===== src/rtl/seq_loop_monitor_if.sv =====
// Sequential-loop monitor bus: sampled DUT state, loop descriptors and report.
// master drives the loop descriptors, slave is the monitor.
interface seq_loop_monitor_if #(
    parameter int FSM_WIDTH = 2,
    parameter int CNT_WIDTH = 16
) ();
    logic [FSM_WIDTH-1:0] cur_state;
    logic [1:0]           pre_states_valid;
    logic [FSM_WIDTH-1:0] pre_loop_state0;
    logic [FSM_WIDTH-1:0] pre_loop_state1;
    logic [1:0]           post_states_valid;
    logic [FSM_WIDTH-1:0] post_loop_state0;
    logic [FSM_WIDTH-1:0] post_loop_state1;
    logic [FSM_WIDTH-1:0] loop_quit_state;
    logic [FSM_WIDTH-1:0] iter_start_state;
    logic                 iter_end_states_valid;
    logic [FSM_WIDTH-1:0] iter_end_state0;
    logic                 one_state_loop;
    logic                 finish;

    logic                 loop_active;
    logic [CNT_WIDTH-1:0] iter_count;
    logic                 rpt_valid;
    logic [CNT_WIDTH-1:0] rpt_iters;
    logic [CNT_WIDTH-1:0] rpt_cycles;
    logic                 rpt_sat;
    logic                 rpt_aborted;
    logic [CNT_WIDTH-1:0] loop_entries;
    logic                 done;
    logic [2:0]           err;

    modport master (
        output cur_state,
        output pre_states_valid,
        output pre_loop_state0,
        output pre_loop_state1,
        output post_states_valid,
        output post_loop_state0,
        output post_loop_state1,
        output loop_quit_state,
        output iter_start_state,
        output iter_end_states_valid,
        output iter_end_state0,
        output one_state_loop,
        output finish,
        input  loop_active,
        input  iter_count,
        input  rpt_valid,
        input  rpt_iters,
        input  rpt_cycles,
        input  rpt_sat,
        input  rpt_aborted,
        input  loop_entries,
        input  done,
        input  err
    );

    modport slave (
        input  cur_state,
        input  pre_states_valid,
        input  pre_loop_state0,
        input  pre_loop_state1,
        input  post_states_valid,
        input  post_loop_state0,
        input  post_loop_state1,
        input  loop_quit_state,
        input  iter_start_state,
        input  iter_end_states_valid,
        input  iter_end_state0,
        input  one_state_loop,
        input  finish,
        output loop_active,
        output iter_count,
        output rpt_valid,
        output rpt_iters,
        output rpt_cycles,
        output rpt_sat,
        output rpt_aborted,
        output loop_entries,
        output done,
        output err
    );
endinterface


===== src/rtl/seq_loop_monitor.sv =====
// Sequential-loop monitor: tracks loop entry, iterations and exit of a DUT FSM.
// Optional protocol checks are built when SEQ_LOOP_MON_ERR_EN is defined.
module seq_loop_monitor #(
    parameter int FSM_WIDTH = 2,
    parameter int CNT_WIDTH = 16
) (
    input logic clock,
    input logic reset,
    seq_loop_monitor_if.slave bus
);
    typedef enum logic [1:0] {
        IDLE     = 2'd0,
        ACTIVE   = 2'd1,
        FINISHED = 2'd2
    } state_t;

    localparam logic [CNT_WIDTH-1:0] CNT_MAX = '1;
    localparam logic [CNT_WIDTH-1:0] CNT_ONE = CNT_WIDTH'(1);

    state_t state;
    state_t state_nxt;

    logic [FSM_WIDTH-1:0] prev_state;
    logic                 prev_ok;

    logic [CNT_WIDTH-1:0] iters;
    logic [CNT_WIDTH-1:0] iters_nxt;
    logic [CNT_WIDTH-1:0] cycles;
    logic [CNT_WIDTH-1:0] cycles_nxt;
    logic [CNT_WIDTH-1:0] entries;
    logic [CNT_WIDTH-1:0] entries_nxt;
    logic                 sat;
    logic                 sat_nxt;

    logic                 rpt_valid_r;
    logic                 rpt_valid_nxt;
    logic [CNT_WIDTH-1:0] rpt_iters_r;
    logic [CNT_WIDTH-1:0] rpt_iters_nxt;
    logic [CNT_WIDTH-1:0] rpt_cycles_r;
    logic [CNT_WIDTH-1:0] rpt_cycles_nxt;
    logic                 rpt_sat_r;
    logic                 rpt_sat_nxt;
    logic                 rpt_aborted_r;
    logic                 rpt_aborted_nxt;
    logic                 done_r;
    logic                 done_nxt;

    logic pre_hit;
    logic post_hit;
    logic entry;
    logic exit_seen;
    logic iter_end;

    logic [CNT_WIDTH-1:0] iters_step;
    logic [CNT_WIDTH-1:0] cycles_step;
    logic                 iters_ovf;
    logic                 cycles_ovf;

    // Decode loop transitions from the previous and current state samples
    always_comb begin
        pre_hit = prev_ok && (
            (bus.pre_states_valid[0]
             && prev_state == bus.pre_loop_state0) ||
            (bus.pre_states_valid[1]
             && prev_state == bus.pre_loop_state1));
        post_hit =
            (bus.post_states_valid[0]
             && bus.cur_state == bus.post_loop_state0) ||
            (bus.post_states_valid[1]
             && bus.cur_state == bus.post_loop_state1);
        entry = pre_hit
            && bus.cur_state == bus.iter_start_state;
        exit_seen = prev_ok
            && prev_state == bus.loop_quit_state
            && post_hit;
        iter_end =
            (bus.iter_end_states_valid
             && bus.cur_state == bus.iter_end_state0) ||
            (bus.one_state_loop
             && bus.cur_state == bus.iter_start_state);
    end

    // Saturating increments; an ovf flag means a count was clamped
    always_comb begin
        iters_ovf   = iter_end && (iters == CNT_MAX);
        cycles_ovf  = (cycles == CNT_MAX);
        iters_step  = iters;
        if (iter_end && !iters_ovf) begin
            iters_step = iters + CNT_ONE;
        end
        cycles_step = cycles_ovf ? cycles : cycles + CNT_ONE;
    end

    // Remember the last sampled state so transitions can be recognised
    always_ff @(posedge clock or negedge reset) begin
        if (!reset) begin
            prev_state <= '0;
            prev_ok    <= 1'b0;
        end else begin
            prev_state <= bus.cur_state;
            prev_ok    <= 1'b1;
        end
    end

    // Loop FSM next state, counters and report (finish > exit > entry)
    always_comb begin
        state_nxt       = state;
        iters_nxt       = iters;
        cycles_nxt      = cycles;
        entries_nxt     = entries;
        sat_nxt         = sat;
        rpt_valid_nxt   = 1'b0;
        rpt_iters_nxt   = rpt_iters_r;
        rpt_cycles_nxt  = rpt_cycles_r;
        rpt_sat_nxt     = rpt_sat_r;
        rpt_aborted_nxt = rpt_aborted_r;
        done_nxt        = done_r;
        unique case (state)
            IDLE: begin
                if (bus.finish) begin
                    state_nxt = FINISHED;
                    done_nxt  = 1'b1;
                end else if (entry) begin
                    state_nxt  = ACTIVE;
                    iters_nxt  = iter_end ? CNT_ONE : '0;
                    cycles_nxt = CNT_ONE;
                    sat_nxt    = 1'b0;
                    if (entries != CNT_MAX) begin
                        entries_nxt = entries + CNT_ONE;
                    end
                end
            end
            ACTIVE: begin
                if (bus.finish) begin
                    state_nxt       = FINISHED;
                    done_nxt        = 1'b1;
                    iters_nxt       = iters_step;
                    cycles_nxt      = cycles_step;
                    sat_nxt         = sat | iters_ovf | cycles_ovf;
                    rpt_valid_nxt   = 1'b1;
                    rpt_iters_nxt   = iters_step;
                    rpt_cycles_nxt  = cycles_step;
                    rpt_sat_nxt     = sat | iters_ovf | cycles_ovf;
                    rpt_aborted_nxt = 1'b1;
                end else if (exit_seen) begin
                    state_nxt       = IDLE;
                    rpt_valid_nxt   = 1'b1;
                    rpt_iters_nxt   = iters;
                    rpt_cycles_nxt  = cycles;
                    rpt_sat_nxt     = sat;
                    rpt_aborted_nxt = 1'b0;
                end else begin
                    iters_nxt  = iters_step;
                    cycles_nxt = cycles_step;
                    sat_nxt    = sat | iters_ovf | cycles_ovf;
                end
            end
            FINISHED: begin
                done_nxt = 1'b1;
            end
            default: begin
                state_nxt = IDLE;
            end
        endcase
    end

    // Loop FSM and report registers
    always_ff @(posedge clock or negedge reset) begin
        if (!reset) begin
            state         <= IDLE;
            iters         <= '0;
            cycles        <= '0;
            entries       <= '0;
            sat           <= 1'b0;
            rpt_valid_r   <= 1'b0;
            rpt_iters_r   <= '0;
            rpt_cycles_r  <= '0;
            rpt_sat_r     <= 1'b0;
            rpt_aborted_r <= 1'b0;
            done_r        <= 1'b0;
        end else begin
            state         <= state_nxt;
            iters         <= iters_nxt;
            cycles        <= cycles_nxt;
            entries       <= entries_nxt;
            sat           <= sat_nxt;
            rpt_valid_r   <= rpt_valid_nxt;
            rpt_iters_r   <= rpt_iters_nxt;
            rpt_cycles_r  <= rpt_cycles_nxt;
            rpt_sat_r     <= rpt_sat_nxt;
            rpt_aborted_r <= rpt_aborted_nxt;
            done_r        <= done_nxt;
        end
    end

    assign bus.loop_active  = (state == ACTIVE);
    assign bus.iter_count   = iters;
    assign bus.rpt_valid    = rpt_valid_r;
    assign bus.rpt_iters    = rpt_iters_r;
    assign bus.rpt_cycles   = rpt_cycles_r;
    assign bus.rpt_sat      = rpt_sat_r;
    assign bus.rpt_aborted  = rpt_aborted_r;
    assign bus.loop_entries = entries;
    assign bus.done         = done_r;

`ifdef SEQ_LOOP_MON_ERR_EN
    logic [2:0] err_flags;

    // Sticky flags for loop events seen in a state where they make no sense
    always_ff @(posedge clock or negedge reset) begin
        if (!reset) begin
            err_flags <= 3'b000;
        end else begin
            if (entry && state == ACTIVE) begin
                err_flags[0] <= 1'b1;
            end
            if (exit_seen && state == IDLE) begin
                err_flags[1] <= 1'b1;
            end
            if (iter_end && !entry && state == IDLE) begin
                err_flags[2] <= 1'b1;
            end
        end
    end

    assign bus.err = err_flags;
`else
    assign bus.err = 3'b000;
`endif

endmodule


===== src/flat_wrapper.sv =====
// flat-port wrapper written by rule: the top's interface ports become plain ports
module seq_loop_monitor_flat 
#(
    parameter int FSM_WIDTH = 2,
    parameter int CNT_WIDTH = 16
)
  (clock, reset, bus_cur_state, bus_pre_states_valid, bus_pre_loop_state0, bus_pre_loop_state1, bus_post_states_valid, bus_post_loop_state0, bus_post_loop_state1, bus_loop_quit_state, bus_iter_start_state, bus_iter_end_states_valid, bus_iter_end_state0, bus_one_state_loop, bus_finish, bus_loop_active, bus_iter_count, bus_rpt_valid, bus_rpt_iters, bus_rpt_cycles, bus_rpt_sat, bus_rpt_aborted, bus_loop_entries, bus_done, bus_err);
  seq_loop_monitor_if #(.FSM_WIDTH(FSM_WIDTH), .CNT_WIDTH(CNT_WIDTH)) bus_i ();
  input logic clock;
  input logic reset;
  input wire logic [$bits(bus_i.cur_state)-1:0] bus_cur_state;
  input wire logic [$bits(bus_i.pre_states_valid)-1:0] bus_pre_states_valid;
  input wire logic [$bits(bus_i.pre_loop_state0)-1:0] bus_pre_loop_state0;
  input wire logic [$bits(bus_i.pre_loop_state1)-1:0] bus_pre_loop_state1;
  input wire logic [$bits(bus_i.post_states_valid)-1:0] bus_post_states_valid;
  input wire logic [$bits(bus_i.post_loop_state0)-1:0] bus_post_loop_state0;
  input wire logic [$bits(bus_i.post_loop_state1)-1:0] bus_post_loop_state1;
  input wire logic [$bits(bus_i.loop_quit_state)-1:0] bus_loop_quit_state;
  input wire logic [$bits(bus_i.iter_start_state)-1:0] bus_iter_start_state;
  input wire logic [$bits(bus_i.iter_end_states_valid)-1:0] bus_iter_end_states_valid;
  input wire logic [$bits(bus_i.iter_end_state0)-1:0] bus_iter_end_state0;
  input wire logic [$bits(bus_i.one_state_loop)-1:0] bus_one_state_loop;
  input wire logic [$bits(bus_i.finish)-1:0] bus_finish;
  output wire logic [$bits(bus_i.loop_active)-1:0] bus_loop_active;
  output wire logic [$bits(bus_i.iter_count)-1:0] bus_iter_count;
  output wire logic [$bits(bus_i.rpt_valid)-1:0] bus_rpt_valid;
  output wire logic [$bits(bus_i.rpt_iters)-1:0] bus_rpt_iters;
  output wire logic [$bits(bus_i.rpt_cycles)-1:0] bus_rpt_cycles;
  output wire logic [$bits(bus_i.rpt_sat)-1:0] bus_rpt_sat;
  output wire logic [$bits(bus_i.rpt_aborted)-1:0] bus_rpt_aborted;
  output wire logic [$bits(bus_i.loop_entries)-1:0] bus_loop_entries;
  output wire logic [$bits(bus_i.done)-1:0] bus_done;
  output wire logic [$bits(bus_i.err)-1:0] bus_err;
  assign bus_i.cur_state = bus_cur_state;
  assign bus_i.pre_states_valid = bus_pre_states_valid;
  assign bus_i.pre_loop_state0 = bus_pre_loop_state0;
  assign bus_i.pre_loop_state1 = bus_pre_loop_state1;
  assign bus_i.post_states_valid = bus_post_states_valid;
  assign bus_i.post_loop_state0 = bus_post_loop_state0;
  assign bus_i.post_loop_state1 = bus_post_loop_state1;
  assign bus_i.loop_quit_state = bus_loop_quit_state;
  assign bus_i.iter_start_state = bus_iter_start_state;
  assign bus_i.iter_end_states_valid = bus_iter_end_states_valid;
  assign bus_i.iter_end_state0 = bus_iter_end_state0;
  assign bus_i.one_state_loop = bus_one_state_loop;
  assign bus_i.finish = bus_finish;
  assign bus_loop_active = bus_i.loop_active;
  assign bus_iter_count = bus_i.iter_count;
  assign bus_rpt_valid = bus_i.rpt_valid;
  assign bus_rpt_iters = bus_i.rpt_iters;
  assign bus_rpt_cycles = bus_i.rpt_cycles;
  assign bus_rpt_sat = bus_i.rpt_sat;
  assign bus_rpt_aborted = bus_i.rpt_aborted;
  assign bus_loop_entries = bus_i.loop_entries;
  assign bus_done = bus_i.done;
  assign bus_err = bus_i.err;
  seq_loop_monitor #(.FSM_WIDTH(FSM_WIDTH), .CNT_WIDTH(CNT_WIDTH)) u_core (.clock(clock), .reset(reset), .bus(bus_i));
endmodule

===== config.mk =====
export PLATFORM = sky130hd
export DESIGN_NAME = seq_loop_monitor_flat
export DESIGN_NICKNAME = d
export VERILOG_FILES = /design/src/rtl/seq_loop_monitor_if.sv /design/src/rtl/seq_loop_monitor.sv /design/src/flat_wrapper.sv
export SDC_FILE = /design/constraint.sdc
export NUM_CORES = 1
export LEC_CHECK = 0
export ABC_CLOCK_PERIOD_IN_PS = 3400
export CAP_MARGIN = 20
export CORE_MARGIN = 1
export CORE_UTILIZATION = 52
export CTS_CLUSTER_SIZE = 40
export DETAILED_ROUTE_END_ITERATION = 10
export PLACE_DENSITY = 0.75
export SYNTH_ARGS = -nofsm -noshare
export SYNTH_HDL_FRONTEND = slang
export SYNTH_SLANG_ARGS = --single-unit

===== constraint.sdc =====
create_clock -name clock -period 3.4 [get_ports clock]
set_input_delay 0.68 -clock clock [delete_from_list [all_inputs] [get_ports clock]]
set_output_delay 0.68 -clock clock [all_outputs]
set_load 0.02 [all_outputs]

==> results of run 1 <==
-- final cells by class --
class	count	share of cell area [%]
flip-flops and latches	90	34.5
multi-input cells	406	41.9
inverters	29	1.67
clock inverters	6	0.747
repair buffers	111	16.7
well taps	133	2.55
clock buffers	10	1.95
-- cell usage after synthesis, types with 12 or more instances --
cell type / count
nor2_1: 26
inv_1: 28
o31ai_1: 14
nor3_1: 30
o21ai_0: 14
nand4_1: 28
a31oi_1: 27
nand3_1: 42
xnor2_1: 29
dfrtp_1: 90
xor2_1: 12
clkbuf_1: 22
and3_1: 16
o211ai_1: 25
nand2_1: 21
o2111ai_1: 12
-- report_power, final --
part,switching (mW),total (mW),internal (mW)
Sequential,0.0251,1.13,1.10
Combinational,0.151,0.273,0.123
Clock,0.416,0.688,0.272
-- placed cells by master (no fill, tap or decap), drive strengths merged, types with 21 or more instances in the layout --
cell	count
inv	30
o211ai	26
a31oi	27
dfrtp	90
nor3	30
clkdlybuf4s50	92
xnor2	29
nand2	21
nand4	28
nor2	27
nand3	43
-- flip-flops by register name (all words and copies together) (netlist names), 2 cells and up --
signal,count
u_core.prev_state,2
u_core.bus.rpt_iters,16
u_core.bus.iter_count,16
u_core.state,2
u_core.bus.loop_entries,16
u_core.cycles,16
u_core.bus.rpt_cycles,16
-- cell families after synthesis --
| family | share of synthesized area (%) |
|---|---|
| fa+ha+maj | 0.701 |
| mux | 4.18 |
| compound gates | 19.1 |
| simple gates | 20.1 |
| flops | 42.1 |
| other cells | 0.140 |
| xor+xnor | 6.71 |
| buf+inv | 6.94 |
-- per-layer routing --
layer	global-route usage, %	vias up	part of all wire (%)
li1	-	2322	-
met3	5.85	30	8.5
met4	11.8	0	2.1
met2	43.3	264	46
met1	38.6	2392	43
met5	0	-	0
-- worst max-delay path by stage --
| stage | from | end | slack, ns | depth (start not counted) |
|---|---|---|---|---|
| after floorplan | bus_cur_state[1] | u_core.bus.rpt_cycles[11] | 1.02 | 8 |
| after global placement | bus_cur_state[1] | u_core.cycles[0] | 0.54 | 7 |
| after detailed placement | bus_cur_state[1] | u_core.cycles[0] | 0.46 | 7 |
| after CTS | u_core.cycles[0] | u_core.bus.rpt_cycles[1] | 0.85 | 6 |
| after global routing | bus_cur_state[0] | u_core.bus.iter_count[13] | 0.61 | 7 |
| final | bus_cur_state[1] | u_core.cycles[0] | 0.84 | 7 |
==> metrics.yaml, run 1 <==
setup_path:
  rr_worst_depth: 6
  r2r-end: "u_core.bus.rpt_cycles[1]"
  end_kind: "register"
  critPathMaxFanout: 34
  slowest_stage: "clkdlybuf4s50_1"
  path_class: "in -> reg"
  r2r_start: "u_core.cycles[0]"
  crit_required_ns: 3.66
  worst_setup_path_start_kind: "input pin"
  r2r_setup_slack_ns: 0.86
  path_delay_family: "buffers and inverters"
  path_buf_inv: 2
  crit_chain: "clkdlybuf4s50_1 -> xnor2_1 -> nand3_1 -> a211o_1 -> buf_12 -> nand4_1 -> a31o_2"
  crit_arrival_ns: 2.83
  slowest_delay_ns: 0.65
pwr:
  ir_drop_mv: 0.177
  power_density_nw_per_um2: 320
  p_leak_nw: 2.53
  power_mw: 2.09
placed_design:
  place_area_sq_um: 6350
  port_buffers: 93
  place.gp.congestion: 0.937
  dpl.hpwl_um: 9790
  pre_cts_ws_ns: 0.460
  dpl.cell_count: 769
timing:
  finalCriticalPeriod_ns: 2.56
  max_slew_margin_pct: 50.1
  setup_tns_ns: 0
  slew_violations: 0
  fin_hold_ws_ns: 0.309
  rsz0062_at_grt: "false"
  fmax_ghz: 0.390
  worstMarginPinSlew_ns: 0.743
  final.setup.worst_slack_ns: 0.836
  hold_viol: 0
  setup_viol_count_final: 0
  fin_worst_skew_ns: 0.0147
  fin_crit_sh_pct: 75.4
run:
  drv_cap: 0
route:
  drc: 0
  wl_um: 14200
  drt-wirelength-per-cell_um: 18.0
  ant_nets: 0
  drt-pass1-iter-count: 5
  drt_iter0_drc: 439
  vias_per_cell: 6.38
  vias: 5008
synth:
  yosysTopAreaCellShare_pct: 42.1
  syn-cell-area_sq_um: 5350
  async_flop_share_pct: 100
  yosys_warnings: 0
  synth_top_area_cell: "dfrtp_1"
  yosysSeqAreaShare_pct: 42.1
  ys_seq_elements: 90
  synth_cells: 571
  ys_types: 63
  synthFlopType: "dfrtp_1"
  synth.top_cells.by_area: "dfrtp_1 (42%), xnor2_1 (4.7%), nand3_1 (3.9%)"
  syn_area_per_cell_sq_um: 9.37
  synth-edff-count: 0
final_layout:
  stdcell_count: 785
  final_area_sq_um: 6530
  fill_cells: 818
  syn_to_final_growth_pct: 22.0
  antenna_cells: 0
  multiInputGateArea_sq_um: 2740
  area.sequential_sq_um: 2250
  fin_nets: 675
  drive_gt1_share_pct: 8.74
  fin_util_pct: 66.2
floorplanning:
  io_pins: 97
  die_w_um: 103
  coreArea_sq_um: 9860
  die_h_um: 103
  rows: 36
  start_util_pct: 54.3
  dieArea_sq_um: 10700
global_routing:
  grt_first_pass_wirelength_um: 23000
  grt_start_max_net_pins: 91
  track_usage_pct: 28.1
  overflow: 0
  antenna_found_initial: 0
  first_global_vias: 4658
cts:
  post_cts_resized: 0
  clock-sinks: 90
  path_clk_slew_ns: 0.10
  htreeDepth: 3
  cts_tree: "done"
  postCtsSetupRepairBufs: 0
  post_cts_hold_buffer_count: 0
  cts_buffers: 9
  clk_path_buf_depth: 2
  clk_latency_ns: 0.38
  cts_root_buf: "clkbuf_8"
run_status:
  outcome: "finished clean"
worst_hold_path:
  hold_class: "in -> async"
No activity file was read; power rests on OpenSTA's default activity.
==> inputs of run 2 (changes only) <==
- ABC_CLOCK_PERIOD_IN_PS: 3400 -> 2200
- CORE_UTILIZATION: 52 -> 48
- PLACE_DENSITY: 0.75 -> 0.73
- clock period: 3.4 -> 2.2 ns (I/O delays scaled with it)
==> run 2 against run 1 <==
Net effect: flip-flop and latch count unchanged; critical path depth decreased by 1; first-iteration DRC count is 9.1% higher; hold slack worse by 0.22 ns; combinational power grew 76%; total power is 61% higher; die area increased by 8.2%; global-route usage fell by 0.43 points; cell count up 8.0%; utilization shrank 0.63 points; clock power is 66% higher; highest routed layer unchanged.
==> metrics.yaml, run 2 (synthesis results as in run 1) <==
pwr:
  power_density_nw_per_um2: 472
  ir_drop_mv: 0.326
  p_leak_nw: 2.88
setup_path:
  crit_arrival_ns: 2.41
  slowest_delay_ns: 0.69
  crit_required_ns: 2.47
  critPathMaxFanout: 4
  worst_setup_path_start_kind: "register"
  path_class: "reg -> reg"
  end_kind: "register"
  r2r_setup_slack_ns: 0.06
  path_buf_inv: 0
  slowest_stage: "or4_1"
  path_delay_family: "simple AND/OR/NAND/NOR gates"
  crit_chain: "ha_1 -> nand3_1 -> or4_1 -> a21oi_4 -> a31oi_1 -> a311oi_1"
cts:
  htreeDepth: 3
  clk_latency_ns: 0.37
  post_cts_hold_buffer_count: 0
  path_clk_slew_ns: 0.09
  clock-sinks: 90
  cts_buffers: 9
  post_cts_resized: 2
  postCtsSetupRepairBufs: 0
  clk_path_buf_depth: 2
  cts_tree: "done"
  cts_root_buf: "clkbuf_8"
timing:
  fin_worst_skew_ns: 0.0105
  fmax_ghz: 0.467
  fin_hold_ws_ns: 0.0857
  hold_viol: 0
  fin_crit_sh_pct: 97.3
  slew_violations: 0
  finalCriticalPeriod_ns: 2.14
  setup_viol_count_final: 0
  final.setup.worst_slack_ns: 0.0603
  rsz0062_at_grt: "false"
floorplanning:
  dieArea_sq_um: 11600
  start_util_pct: 49.4
  die_h_um: 108
  io_pins: 97
  die_w_um: 108
  coreArea_sq_um: 10800
  rows: 38
global_routing:
  grt_first_pass_wirelength_um: 24900
  first_global_vias: 5061
  track_usage_pct: 27.7
  antenna_found_initial: 0
  grt_start_max_net_pins: 91
  overflow: 0
final_layout:
  fin_util_pct: 65.6
  fin_nets: 733
  final_cell_mix: "clkdlybuf4s50_1 (89), dfrtp_1 (89), buf_4 (73), nand3_1 (41)"
  drive_gt1_share_pct: 17.8
  fill_cells: 873
  antenna_cells: 0
  syn_to_final_growth_pct: 32.8
  stdcell_count: 848
route:
  vias: 5246
  drt-wirelength-per-cell_um: 17.9
  ant_nets: 0
  vias_per_cell: 6.19
  drt_iter0_drc: 479
  wl_um: 15200
  drt-pass1-iter-count: 5
  drc: 0
placed_design:
  pre_cts_ws_ns: -0.452
  dpl.hpwl_um: 10800
  dpl.cell_count: 834
  place.gp.congestion: 0.908
  port_buffers: 93
worst_hold_path:
  hold_class: "in -> async"
run_status:
  outcome: "finished clean"
run:
  drv_cap: 0
[run 2: worst register-to-register path, cell delays in order (launching register included)]
cell      delay (ns)
dfrtp_1         0.36
ha_1            0.20
nand3_1         0.17
or4_1           0.69
a21oi_4         0.22
a31oi_1         0.11
a311oi_1        0.29
[run 2: layout make-up]
cell class | instances | area (sq um) | area share, %
clock buffers | 12 | 145 | 2.04
multi-input cells | 406 | 2830 | 39.9
inverters | 29 | 109 | 1.53
clock inverters | 2 | 38.8 | 0.546
flip-flops and latches | 90 | 2250 | 31.7
repair buffers | 169 | 1550 | 21.8
well taps | 140 | 175 | 2.46
[run 2: worst paths after layout]
| kind | cells past startpoint | from | to |
|---|---|---|---|
| max | 6 | u_core.bus.iter_count[1] | u_core.bus.iter_count[12] |
| max reg2reg | 6 | u_core.bus.iter_count[1] | u_core.bus.iter_count[12] |
| min | 2 | reset | u_core.bus.rpt_cycles[4] |
| min reg2reg | 1 | u_core.bus.done | u_core.bus.done |
| min in group clock | 1 | bus_cur_state[0] | u_core.prev_state[0] |
| max in group asynchronous | 2 | reset | u_core.cycles[6] |
[run 2: power by group]
group | leakage, nW | switching, mW | internal [mW]
logic | 1.59 | 0.256 | 0.224
registers | 1.19 | 0.0330 | 1.70
clock network | 0.0925 | 0.591 | 0.548
[run 2: per-layer routing]
| layer | vias up | track usage, % | routed length, um |
|---|---|---|---|
| met5 | - | 0 | 0 |
| met4 | 0 | 12.6 | 390 |
| met3 | 43 | 4.78 | 1210 |
| met2 | 265 | 42.4 | 7030 |
| met1 | 2509 | 38.3 | 6540 |
| li1 | 2429 | - | - |
[run 2: stage by stage]
stage | power (mW) | instance area, sq um | TNS [ns]
2_1_floorplan | 1.98 | 5360 | 0
3_3_place_gp | 2.22 | 6820 | -18.54
3_5_place_dp | 2.24 | 6820 | -23.93
4_1_cts | 3.36 | 7010 | 0
5_1_grt | 3.49 | 7110 | 0
6_report | 3.35 | 7110 | 0
